$ cat config.mk
export PLATFORM = sky130hd
export DESIGN_NAME = clint_timer
export DESIGN_NICKNAME = d
export VERILOG_FILES = /design/src/rtl/clint_timer_pkg.sv /design/src/rtl/clint_prescaler.sv /design/src/rtl/clint_timer.sv
export SDC_FILE = /design/constraint.sdc
export NUM_CORES = 1
export LEC_CHECK = 0
export CORE_AREA = 4 4 133 167
export CTS_CLUSTER_SIZE = 16
export DETAILED_ROUTE_END_ITERATION = 12
export DIE_AREA = 0 0 137 171
export PLACE_DENSITY = 0.68
export SETUP_SLACK_MARGIN = 0.4
export SLEW_MARGIN = 20
export SYNTH_ARGS = -nofsm -noshare
export SYNTH_HDL_FRONTEND = slang
export SYNTH_SLANG_ARGS = --single-unit
export TNS_END_PERCENT = 50
$ cat constraint.sdc
create_clock -name i_clk -period 2.9 [get_ports i_clk]
set_input_delay 0.58 -clock i_clk [delete_from_list [all_inputs] [get_ports i_clk]]
set_output_delay 0.58 -clock i_clk [all_outputs]
set_load 0.01 [all_outputs]
$ cat src/rtl/clint_timer_pkg.sv
// Shared register offsets and handshake state encoding for the CLINT timer.
package clint_timer_pkg;

    localparam int unsigned MTIME_LO    = 32'h00;
    localparam int unsigned MTIME_HI    = 32'h04;
    localparam int unsigned MTIMECMP_LO = 32'h08;
    localparam int unsigned MTIMECMP_HI = 32'h0C;
    localparam int unsigned MSIP        = 32'h10;

    typedef enum logic {
        ST_IDLE = 1'b0,
        ST_ACK  = 1'b1
    } state_t;

endpackage

$ cat src/rtl/clint_prescaler.sv
// Divides i_clk by TICK_DIV: tick_o is high for one cycle when the count wraps.
// clr_i restarts the window from zero.
module clint_prescaler #(
    parameter int unsigned TICK_DIV = 1
) (
    input  logic i_clk,
    input  logic i_rst,
    input  logic clr_i,
    output logic tick_o
);

    localparam logic [15:0] LAST = 16'(TICK_DIV - 1);

    logic [15:0] cnt_q, cnt_d;

    assign tick_o = (cnt_q == LAST);

    always_comb begin
        cnt_d = cnt_q + 16'd1;
        if (clr_i || tick_o) begin
            cnt_d = '0;
        end
    end

    always_ff @(posedge i_clk) begin
        if (!i_rst) begin
            cnt_q <= '0;
        end else begin
            cnt_q <= cnt_d;
        end
    end

endmodule

$ cat src/rtl/clint_timer.sv
// Machine timer: 64-bit mtime/mtimecmp behind a 32-bit req/ack port, driving o_tip.
// Define CLINT_MSIP_EN to map the msip register at 0x10 and drive o_sip.
module clint_timer
    import clint_timer_pkg::*;
#(
    parameter int unsigned XLEN     = 32,
    parameter int unsigned ADDR_W   = 5,
    parameter int unsigned TICK_DIV = 1
) (
    input  logic              i_clk,
    input  logic              i_rst,
    input  logic              i_req,
    input  logic              i_we,
    input  logic [ADDR_W-1:0] i_addr,
    input  logic [XLEN-1:0]   i_wdata,
    output logic [XLEN-1:0]   o_rdata,
    output logic              o_ack,
    output logic              o_err,
    output logic              o_tip,
    output logic              o_sip
);

    state_t            state_q, state_d;
    logic [63:0]       mtime_q, mtime_d;
    logic [63:0]       mtimecmp_q, mtimecmp_d;
    logic [XLEN-1:0]   rdata_q, rdata_d;
    logic              ack_q, ack_d;
    logic              err_q, err_d;
    logic              tip_q;
    logic              tick, presc_clr;
    logic              accept, wr_en, addr_err;
    logic              hit_mtime_lo, hit_mtime_hi, hit_cmp_lo, hit_cmp_hi, hit_msip;
    logic              msip_val;
    logic [XLEN-1:0]   rd_mux;

    assign hit_mtime_lo = (i_addr == ADDR_W'(MTIME_LO));
    assign hit_mtime_hi = (i_addr == ADDR_W'(MTIME_HI));
    assign hit_cmp_lo   = (i_addr == ADDR_W'(MTIMECMP_LO));
    assign hit_cmp_hi   = (i_addr == ADDR_W'(MTIMECMP_HI));

`ifdef CLINT_MSIP_EN
    logic msip_q;

    assign hit_msip = (i_addr == ADDR_W'(MSIP));
    assign msip_val = msip_q;

    always_ff @(posedge i_clk) begin
        if (!i_rst) begin
            msip_q <= 1'b0;
        end else if (wr_en && hit_msip) begin
            msip_q <= i_wdata[0];
        end
    end
`else
    assign hit_msip = 1'b0;
    assign msip_val = 1'b0;
`endif

    assign addr_err = (i_addr[1:0] != 2'b00) ||
                      !(hit_mtime_lo || hit_mtime_hi || hit_cmp_lo || hit_cmp_hi || hit_msip);

    always_comb begin
        rd_mux = '0;
        if (hit_mtime_lo)      rd_mux = mtime_q[31:0];
        else if (hit_mtime_hi) rd_mux = mtime_q[63:32];
        else if (hit_cmp_lo)   rd_mux = mtimecmp_q[31:0];
        else if (hit_cmp_hi)   rd_mux = mtimecmp_q[63:32];
        else if (hit_msip)     rd_mux = {{(XLEN-1){1'b0}}, msip_val};
    end

    // Requests are only sampled in IDLE, so a held i_req completes once per two cycles.
    always_comb begin
        state_d = state_q;
        accept  = 1'b0;
        ack_d   = 1'b0;
        err_d   = 1'b0;
        rdata_d = '0;
        case (state_q)
            ST_IDLE: begin
                if (i_req) begin
                    state_d = ST_ACK;
                    accept  = 1'b1;
                    ack_d   = 1'b1;
                    err_d   = addr_err;
                    if (!i_we && !addr_err) begin
                        rdata_d = rd_mux;
                    end
                end
            end
            ST_ACK:  state_d = ST_IDLE;
            default: state_d = ST_IDLE;
        endcase
    end

    assign wr_en     = accept && i_we && !addr_err;
    assign presc_clr = wr_en && (hit_mtime_lo || hit_mtime_hi);

    clint_prescaler #(
        .TICK_DIV (TICK_DIV)
    ) u_prescaler (
        .i_clk  (i_clk),
        .i_rst  (i_rst),
        .clr_i  (presc_clr),
        .tick_o (tick)
    );

    // A software write to mtime takes priority over the tick in the same cycle.
    always_comb begin
        mtime_d = mtime_q;
        if (tick) begin
            mtime_d = mtime_q + 64'd1;
        end
        if (wr_en && hit_mtime_lo) begin
            mtime_d = {mtime_q[63:32], i_wdata};
        end else if (wr_en && hit_mtime_hi) begin
            mtime_d = {i_wdata, mtime_q[31:0]};
        end
    end

    always_comb begin
        mtimecmp_d = mtimecmp_q;
        if (wr_en && hit_cmp_lo) begin
            mtimecmp_d = {mtimecmp_q[63:32], i_wdata};
        end else if (wr_en && hit_cmp_hi) begin
            mtimecmp_d = {i_wdata, mtimecmp_q[31:0]};
        end
    end

    always_ff @(posedge i_clk) begin
        if (!i_rst) begin
            state_q    <= ST_IDLE;
            mtime_q    <= '0;
            mtimecmp_q <= '1;
            rdata_q    <= '0;
            ack_q      <= 1'b0;
            err_q      <= 1'b0;
            tip_q      <= 1'b0;
        end else begin
            state_q    <= state_d;
            mtime_q    <= mtime_d;
            mtimecmp_q <= mtimecmp_d;
            rdata_q    <= rdata_d;
            ack_q      <= ack_d;
            err_q      <= err_d;
            tip_q      <= (mtime_q >= mtimecmp_q);
        end
    end

    assign o_rdata = rdata_q;
    assign o_ack   = ack_q;
    assign o_err   = err_q;
    assign o_tip   = tip_q;
    assign o_sip   = msip_val;

endmodule
==> impl_results.rst, run 1 <==
.. list-table::
   :header-rows: 1

   * - Metric
     - Value
   * - Worst slew margin relative to its limit
     - 53.8%
   * - Crit path DAT
     - 2.84 ns
   * - Critical Path Sink
     - o_tip
   * - List of cells traversed by the critical path
     - ha_1, nand4_1, nor4_2, buf_4, a221o_1, a211o_1, nor3_1, buf_4, o211ai_1
   * - Async SR Flop Fraction
     - 0%
   * - Number of filler instances in the final layout
     - 1,858
   * - Pre-Repair DR Iteration Count
     - 6
   * - Share of the clock period used by the worst path after layout
     - 87.9%
   * - Clock buffers created by TritonCTS
     - 17
   * - Combined area of all synthesized cells
     - 10,400 µm²
   * - Vias in the first global route
     - 10,500
   * - Starting utilization of the core area
     - 50.4%
   * - Required @ worst endpoint
     - 3.20 ns
   * - Aggregate routed wire length
     - approximately 37,000 µm
   * - Count of antenna-violating nets left after detailed routing
     - 0
   * - Most area-consuming cells after synthesis
     - sky130_fd_sc_hd__dfxtp_1 34%, sky130_fd_sc_hd__ha_1 8.1%, sky130_fd_sc_hd__nand2_1 6.8%
   * - Share of the yosys chip area belonging to registers
     - 34.4%
   * - Via-to-Cell Ratio
     - 6.43
   * - Die outline width
     - approximately 140 µm
   * - Number of warnings reported in the yosys synthesis log
     - 0
   * - Reg-to-reg startpoint
     - mtime_q[39]
   * - Reg2Reg Setup Slack
     - 0.35 ns
   * - Pin slew with the least headroom to its limit
     - 0.692 ns
   * - Cell internal power dissipation
     - 0.00401 W
   * - Floorplan row count
     - roughly 60
   * - Outcome
     - complete, no violations
   * - Total design power
     - 0.00532 W
   * - Number of flops mapped to enable cells by yosys
     - 0
   * - Most common cell after layout, fill and taps aside
     - sky130_fd_sc_hd__nand2_1
   * - Min-Delay Path Class
     - reg -> reg
   * - Post-Syn Area per Cell
     - 7.83 µm²
   * - Proportion of layout cells with a drive suffix above 1
     - 14.4%
   * - Sequential cell fraction of total power
     - between 40% and 50%
   * - Number of buffers added to fix hold violations after cts
     - 0
   * - Clock transition at the registers of the reported paths
     - 0.07 ns
   * - DP Wirelength
     - 26,700 µm
   * - Unrepaired setup endpoints after global routing
     - true
   * - Largest net degree at the start of global routing
     - 51
   * - Worst voltage drop across the vdd grid
     - 0.417 mV
   * - Deepest clock path buffer count
     - 2
   * - Fraction of post-synthesis cell area in the top cell type by area
     - 34.4%
   * - Sum of overflow across all layers after global routing
     - 0
   * - Area growth from synthesis to final layout
     - 24.3%
   * - Net Switching
     - between 0.001 and 0.0015 W
   * - H-tree lvl count
     - 4
   * - Achievable Freq
     - 392 MHz
   * - Critical path endpoint category
     - flop
   * - Commonest cells after routing, fill and taps aside
     - 189 x sky130_fd_sc_hd__nand2_1, 167 x sky130_fd_sc_hd__dfxtp_1, 106 x sky130_fd_sc_hd__buf_4, 85 x sky130_fd_sc_hd__inv_1, 85 x sky130_fd_sc_hd__o21ai_0
   * - Post-Syn Instances
     - 1,329
   * - Reg2Reg Capture Point
     - o_tip
   * - Area inside the core boundary
     - 20,700 µm²
   * - Max Cap Violations
     - 0
   * - Final antenna diode count
     - 0
   * - Critical path class
     - reg -> reg
   * - Area of the die
     - 23,400 µm²
   * - Count of cells along the worst register-to-register path
     - 9
   * - TritonCTS clock tree
     - yes
   * - Comb pwr share
     - under 10%
   * - Hold Violations, Final
     - 0
   * - Vertical die dimension
     - 171 µm
   * - Nets
     - 1,558
   * - Share of total power consumed by net switching
     - 24.6%
   * - Power density over the cells
     - 411 nW/µm²
   * - Cell variety after synth
     - between 70 and 80
   * - Top-level I/O count
     - 77
   * - Global-route wire length before repair
     - 58,200 µm
   * - Clock network fraction of design power
     - 46.3%
   * - Synth Net Count
     - 1,437
   * - Top cell by count, worst path
     - sky130_fd_sc_hd__buf_4
   * - Ys flop type
     - sky130_fd_sc_hd__dfxtp_1
   * - Drc violations
     - 0
   * - Setup TNS Final
     - 0 ns
   * - Minimum clock period
     - 2.55 ns
   * - Overall via count from detail_route
     - 11,200
   * - Post-synthesis sequential element count
     - 179
   * - Worst setup skew after layout
     - 0.00994 ns
   * - Number of buffer cells added on primary ports
     - 75
   * - CP max stage delay
     - 0.50 ns
   * - Category of the worst setup path launch point
     - flop
   * - Cell taking the most area after synthesis
     - sky130_fd_sc_hd__dfxtp_1
   * - Clock tree sinks
     - ~180
   * - Starting DRC count in detailed routing
     - about 1,200
   * - Average wire per cell in the routed design
     - 21.4 µm
   * - Initial antenna violation count
     - 1
   * - Critical Path Source
     - mtime_q[39]
   * - Clock insertion delay at the later pin of the skew report
     - roughly 0.44 ns
   * - Leakage power
     - 5.43 nW
   * - Placer congestion estimate
     - 0.945
   * - Count of final max-slew check failures
     - 0
   * - Global Route Usage Sum
     - 31.5%
   * - Total of endpoints with negative setup slack in the final report
     - 0
   * - Buffer cell driving the clock tree root
     - sky130_fd_sc_hd__clkbuf_16
   * - Cell type of the slowest stage on the worst timing path
     - sky130_fd_sc_hd__dfxtp_1
   * - Largest fanout of any net on the critical path
     - 7
==> cell type report <==
type	count	area, µm²	share of cell area [%]
flip-flops and latches	179	3600	27.8
clock buffers	19	443	3.42
multi-input cells	971	6260	48.4
inverters	86	323	2.49
well taps	274	343	2.65
clock inverters	12	170	1.31
repair buffers	195	1800	13.9
==> stage by stage <==
| stage | std cells | hold slack (ns) | cell area (µm²) | setup WS (ns) | util (%) |
|---|---|---|---|---|---|
| CTS | 1729 | 0.502 | 12800 | 0.357 | 61.8 |
| floorplan | 1329 | 0.460 | 10400 | 0.525 | - |
| finish | 1736 | 0.495 | 12900 | 0.352 | 62.6 |
| global placement | 1696 | 0.478 | 12100 | 0.0258 | 58.6 |
| detailed placement | 1696 | 0.487 | 12100 | -0.0726 | 58.6 |
| global route | 1736 | 0.538 | 12900 | 0.257 | 62.6 |
==> layer usage <==
layer	part of all wire [%]	vias up	wire [µm]	global-route usage (%)
met3	9.2	112	3400	5.59
met1	40	5256	14800	41.2
met4	4.5	2	1680	14.4
met2	46	614	17200	50.7
met5	0.035	-	13	0
li1	-	5174	-	-
==> kinds of logic after synthesis <==
kind of cell	after synthesis	synth area share, %
AO/OA/AOI/OAI	417	26.7
XOR/XNOR	14	1.18
adder cells (fa/ha/maj)	67	8.05
buffers and inverters	179	6.69
flip-flops	179	34.4
multiplexers	3	0.300
other	1	0.0360
AND/OR/NAND/NOR	469	22.7
==> power groups by stage <==
stage	clock (W)	sequential [W]	combinational, W
CTS	0.00248	0.00249	0.000356
floorplan	0	0.00254	0.000161
finish	0.00246	0.00249	0.000368
global placement	0	0.00254	0.000349
detailed placement	0	0.00255	0.000352
global route	0.00258	0.00249	0.000392
==> synthesized netlist by cell type, types with 6 or more instances <==
| cell type | count |
|---|---|
| sky130_fd_sc_hd__and4_1 | 13 |
| sky130_fd_sc_hd__a21oi_1 | 83 |
| sky130_fd_sc_hd__nand3_1 | 41 |
| sky130_fd_sc_hd__o21a_1 | 6 |
| sky130_fd_sc_hd__xnor2_1 | 8 |
| sky130_fd_sc_hd__buf_2 | 8 |
| sky130_fd_sc_hd__a211oi_1 | 13 |
| sky130_fd_sc_hd__nor4_1 | 17 |
| sky130_fd_sc_hd__or3_1 | 9 |
| sky130_fd_sc_hd__nand4_1 | 32 |
| sky130_fd_sc_hd__a21o_1 | 7 |
| sky130_fd_sc_hd__nor3_1 | 24 |
| sky130_fd_sc_hd__a311oi_1 | 9 |
| sky130_fd_sc_hd__ha_1 | 67 |
| sky130_fd_sc_hd__a31oi_1 | 23 |
| sky130_fd_sc_hd__xor2_1 | 6 |
| sky130_fd_sc_hd__o21ai_0 | 85 |
| sky130_fd_sc_hd__clkbuf_1 | 73 |
| sky130_fd_sc_hd__or4_1 | 8 |
| sky130_fd_sc_hd__nor2_1 | 74 |
| sky130_fd_sc_hd__and2_1 | 7 |
| sky130_fd_sc_hd__inv_1 | 85 |
| sky130_fd_sc_hd__dfxtp_1 | 179 |
| sky130_fd_sc_hd__buf_1 | 8 |
| sky130_fd_sc_hd__a22oi_1 | 44 |
| sky130_fd_sc_hd__nand2_1 | 189 |
| sky130_fd_sc_hd__and3_1 | 24 |
| sky130_fd_sc_hd__a2111oi_0 | 26 |
| sky130_fd_sc_hd__o211ai_1 | 72 |
==> critical path: cells and delay by family (launching register included) <==
| family | cells | cell delay (ns) |
|---|---|---|
| AND/OR/NAND/NOR | 3 | 0.38 |
| buffers and inverters | 2 | 0.34 |
| adder cells (fa/ha/maj) | 1 | 0.31 |
| flip-flops | 1 | 0.50 |
| AO/OA/AOI/OAI | 3 | 0.88 |
==> how the worst min path moves through the flow <==
stage	start	cells past startpoint	slack, ns	to
4_1_cts	mtimecmp_q[0]	2	0.50	mtimecmp_q[0]
3_3_place_gp	mtimecmp_q[0]	2	0.48	mtimecmp_q[0]
5_1_grt	u_prescaler.cnt_q[13]	2	0.54	u_prescaler.cnt_q[13]
3_5_place_dp	mtimecmp_q[0]	2	0.49	mtimecmp_q[0]
2_1_floorplan	mtimecmp_q[0]	2	0.46	mtimecmp_q[0]
6_report	mtimecmp_q[0]	2	0.49	mtimecmp_q[0]
==> sequential cells by signal (all words and copies together) (netlist names) <==
name / flops
mtime_q: 64
u_prescaler.cnt_q: 16
o_tip: 1
mtimecmp_q: 64
state_q: 1
o_rdata: 32
o_err: 1
==> timing repair <==
| action | in CTS | in global routing |
|---|---|---|
| setup buffers | 2 | 7 |
| setup endpoints to repair | 19 | 38 |
| pin swaps | 2 | 2 |
| gates resized for setup | 14 | 29 |
Power figures use the tool's default switching activity.
==> inputs of run 2 (changes only) <==
--- a/config.mk
+++ b/config.mk
@@ -5,11 +5,10 @@
 export SDC_FILE = /design/constraint.sdc
 export NUM_CORES = 1
 export LEC_CHECK = 0
-export CORE_AREA = 4 4 133 167
-export CTS_CLUSTER_SIZE = 16
+export CORE_AREA = 4 4 142 178
 export DETAILED_ROUTE_END_ITERATION = 12
-export DIE_AREA = 0 0 137 171
-export PLACE_DENSITY = 0.68
+export DIE_AREA = 0 0 146 182
+export PLACE_DENSITY = 0.61
 export SETUP_SLACK_MARGIN = 0.4
 export SLEW_MARGIN = 20
 export SYNTH_ARGS = -nofsm -noshare
==> run 2 against run 1 <==
Net effect: sequential power about the same; count of clock-buffer cells in the layout is 1 lower; via count decreased by 2.6%; clock power decreased by 5%; fmax rose by 3.0%; highest routed layer is now met4.
==> impl_results.rst, run 2 (synthesis results as in run 1) <==
.. list-table::
   :header-rows: 1

   * - Metric
     - Value
   * - Final antenna diode count
     - 0
   * - Final worst slack
     - 0.427 ns
   * - Setup TNS Final
     - 0 ns
   * - Largest net degree at the start of global routing
     - 35
   * - Worst Setup Slack post-DPL
     - -0.0626 ns
   * - Vertical die dimension
     - 182 µm
   * - Total of endpoints with negative setup slack in the final report
     - 0
   * - CP max stage delay
     - 0.49 ns
   * - Overall via count from detail_route
     - between 10,000 and 15,000
   * - Reg2Reg Capture Point
     - o_tip
   * - Most common cell after layout, fill and taps aside
     - sky130_fd_sc_hd__nand2_1
   * - Starting DRC count in detailed routing
     - 1,176
   * - Achievable Freq
     - 404 MHz
   * - Nets
     - 1,556
   * - Cell type of the slowest stage on the worst timing path
     - sky130_fd_sc_hd__dfxtp_1
   * - Hold Violations, Final
     - 0
   * - Worst Min Path Start
     - u_prescaler.cnt_q[13]
   * - Clock tree sinks
     - around 180
   * - Clock insertion delay at the later pin of the skew report
     - 0.45 ns
   * - Pin slew with the least headroom to its limit
     - 0.716 ns
   * - Aggregate routed wire length
     - 37,100 µm
   * - TritonCTS clock tree
     - yes
   * - Reg-to-reg startpoint
     - mtime_q[43]
   * - Reg2Reg Setup Slack
     - 0.43 ns
   * - Critical path endpoint category
     - flop
   * - Outcome
     - complete, no violations
   * - List of cells traversed by the critical path
     - ha_1, nand4_1, nor4_2, buf_4, a221o_1, a211o_1, nor3_2, buf_4, o211ai_1
   * - H-tree lvl count
     - 4
   * - Required @ worst endpoint
     - 3.21 ns
   * - Proportion of layout cells with a drive suffix above 1
     - between 10 and 15%
   * - Deepest clock path buffer count
     - 2
   * - Area of the die
     - 26,600 µm²
   * - Count of antenna-violating nets left after detailed routing
     - 0
   * - Worst Hold Path EP
     - u_prescaler.cnt_q[13]
   * - Category of the worst setup path launch point
     - flop
   * - Count of final max-slew check failures
     - 0
   * - Number of stages on the worst hold path
     - 2
   * - Min-Delay Path Class
     - reg -> reg
   * - Starting utilization of the core area
     - roughly 44%
   * - Largest fanout of any net on the critical path
     - 7
   * - Clock buffers created by TritonCTS
     - 17
   * - Power density over the cells
     - 403 nW/µm²
   * - Worst slew margin relative to its limit
     - 52.2%
   * - Top cell by count, worst path
     - sky130_fd_sc_hd__buf_4
   * - Sum of overflow across all layers after global routing
     - 0
   * - Number of buffer cells added on primary ports
     - 75
   * - Total design power
     - about 0.0052 W
   * - Global Route Usage Sum
     - between 20% and 30%
   * - Commonest cells after routing, fill and taps aside
     - 188 x sky130_fd_sc_hd__nand2_1, 172 x sky130_fd_sc_hd__dfxtp_1, 112 x sky130_fd_sc_hd__buf_4, 85 x sky130_fd_sc_hd__inv_1, 85 x sky130_fd_sc_hd__o21ai_0
   * - Number of buffers added to fix hold violations after cts
     - 0
   * - Initial antenna violation count
     - 0
   * - Crit path DAT
     - roughly 2.8 ns
   * - Via-to-Cell Ratio
     - 6.20
   * - Die outline width
     - around 150 µm
   * - Area inside the core boundary
     - 23,600 µm²
   * - Leakage power
     - 5.38 nW
   * - Global-route wire length before repair
     - about 60,000 µm
   * - Share of the clock period used by the worst path after layout
     - between 80% and 90%
   * - Final core area utilization
     - a little over half
   * - Worst voltage drop across the vdd grid
     - 0.416 mV
   * - Unrepaired setup endpoints after global routing
     - true
   * - Family of cells with the greatest summed delay on the critical path
     - compound AO/OA/AOI/OAI gates
   * - Drc violations
     - 0
   * - Minimum clock period
     - 2.47 ns
   * - Vias in the first global route
     - about 10,000
   * - Placer congestion estimate
     - 0.922
   * - DP Wirelength
     - 27,100 µm
   * - Count of cells along the worst register-to-register path
     - 9
   * - Top-level I/O count
     - 77
   * - Final hold slack
     - 0.502 ns
   * - Pre-Repair DR Iteration Count
     - 8
   * - Buf+Inv Stages, Crit Path
     - 2
   * - Buffer cell driving the clock tree root
     - sky130_fd_sc_hd__clkbuf_16
   * - Max Cap Violations
     - 0
   * - Area growth from synthesis to final layout
     - 23.5%
   * - Clock transition at the registers of the reported paths
     - 0.08 ns
   * - Floorplan row count
     - 63
   * - Average wire per cell in the routed design
     - 21.2 µm
   * - Critical path class
     - reg -> reg
   * - Worst setup skew after layout
     - 0.0134 ns
run 2: cell count changes in the layout (fill, tap and decap cells not counted), sizes merged:
cell | before | now
buf | 122 | 121
bufinv | 3 | 0
clkbuf | 19 | 18
clkdlybuf4s50 | 73 | 72
clkinv | 4 | 5
clkinvlp | 1 | 0
inv | 90 | 95
run 2: what timing repair did:
action,CTS,global route
setup endpoints to repair,22,52
gates resized for setup,2,47
gates cloned,0,0
pin swaps,1,8
buffers inserted,2,6
run 2: worst max path at each step:
stage / startpoint / end / depth (start not counted)
6_report: mtime_q[43] / o_tip / 9
3_5_place_dp: i_addr[4] / o_rdata[2] / 7
4_1_cts: mtime_q[2] / mtime_q[41] / 8
3_3_place_gp: i_addr[4] / o_rdata[23] / 7
2_1_floorplan: i_addr[4] / mtime_q[15] / 9
5_1_grt: mtime_q[13] / mtime_q[41] / 8
run 2: stage by stage:
stage	instances	cell area, µm²
2_1_floorplan	1329	10400
3_3_place_gp	1713	12100
3_5_place_dp	1713	12100
4_1_cts	1747	12600
5_1_grt	1753	12900
6_report	1753	12900
run 2: worst register-to-register path: cells and delay by family, from the launching register on:
| kind | cells | cell delay, ns |
|---|---|---|
| compound gates | 3 | 0.83 |
| flops | 1 | 0.49 |
| simple gates | 3 | 0.36 |
| buf+inv | 2 | 0.34 |
| fa+ha+maj | 1 | 0.32 |
run 2: area by class of cell:
class,instances,area (µm²)
well taps,292,365
fillers,2240,10700
flip-flops and latches,179,3590
clock buffers,18,439
clock inverters,14,136
repair buffers,193,1700
multi-input cells,971,6290
inverters,86,323
run 2: power by group:
| part | internal [W] | total (W) | switching, W |
|---|---|---|---|
| sequential | 0.00247 | 0.00249 | 0.0000143 |
| combinational | 0.000139 | 0.000366 | 0.000227 |
| clock | 0.00117 | 0.00233 | 0.00116 |
run 2: layer usage:
metal  GRT usage [%]  vias to the layer above  share of wire, %
li1                -                     5171                 -
met1            35.4                     5172                43
met2            46.2                      427                47
met3            4.14                       97               6.1
met4            11.3                        0               4.1
met5               0                        -                 0
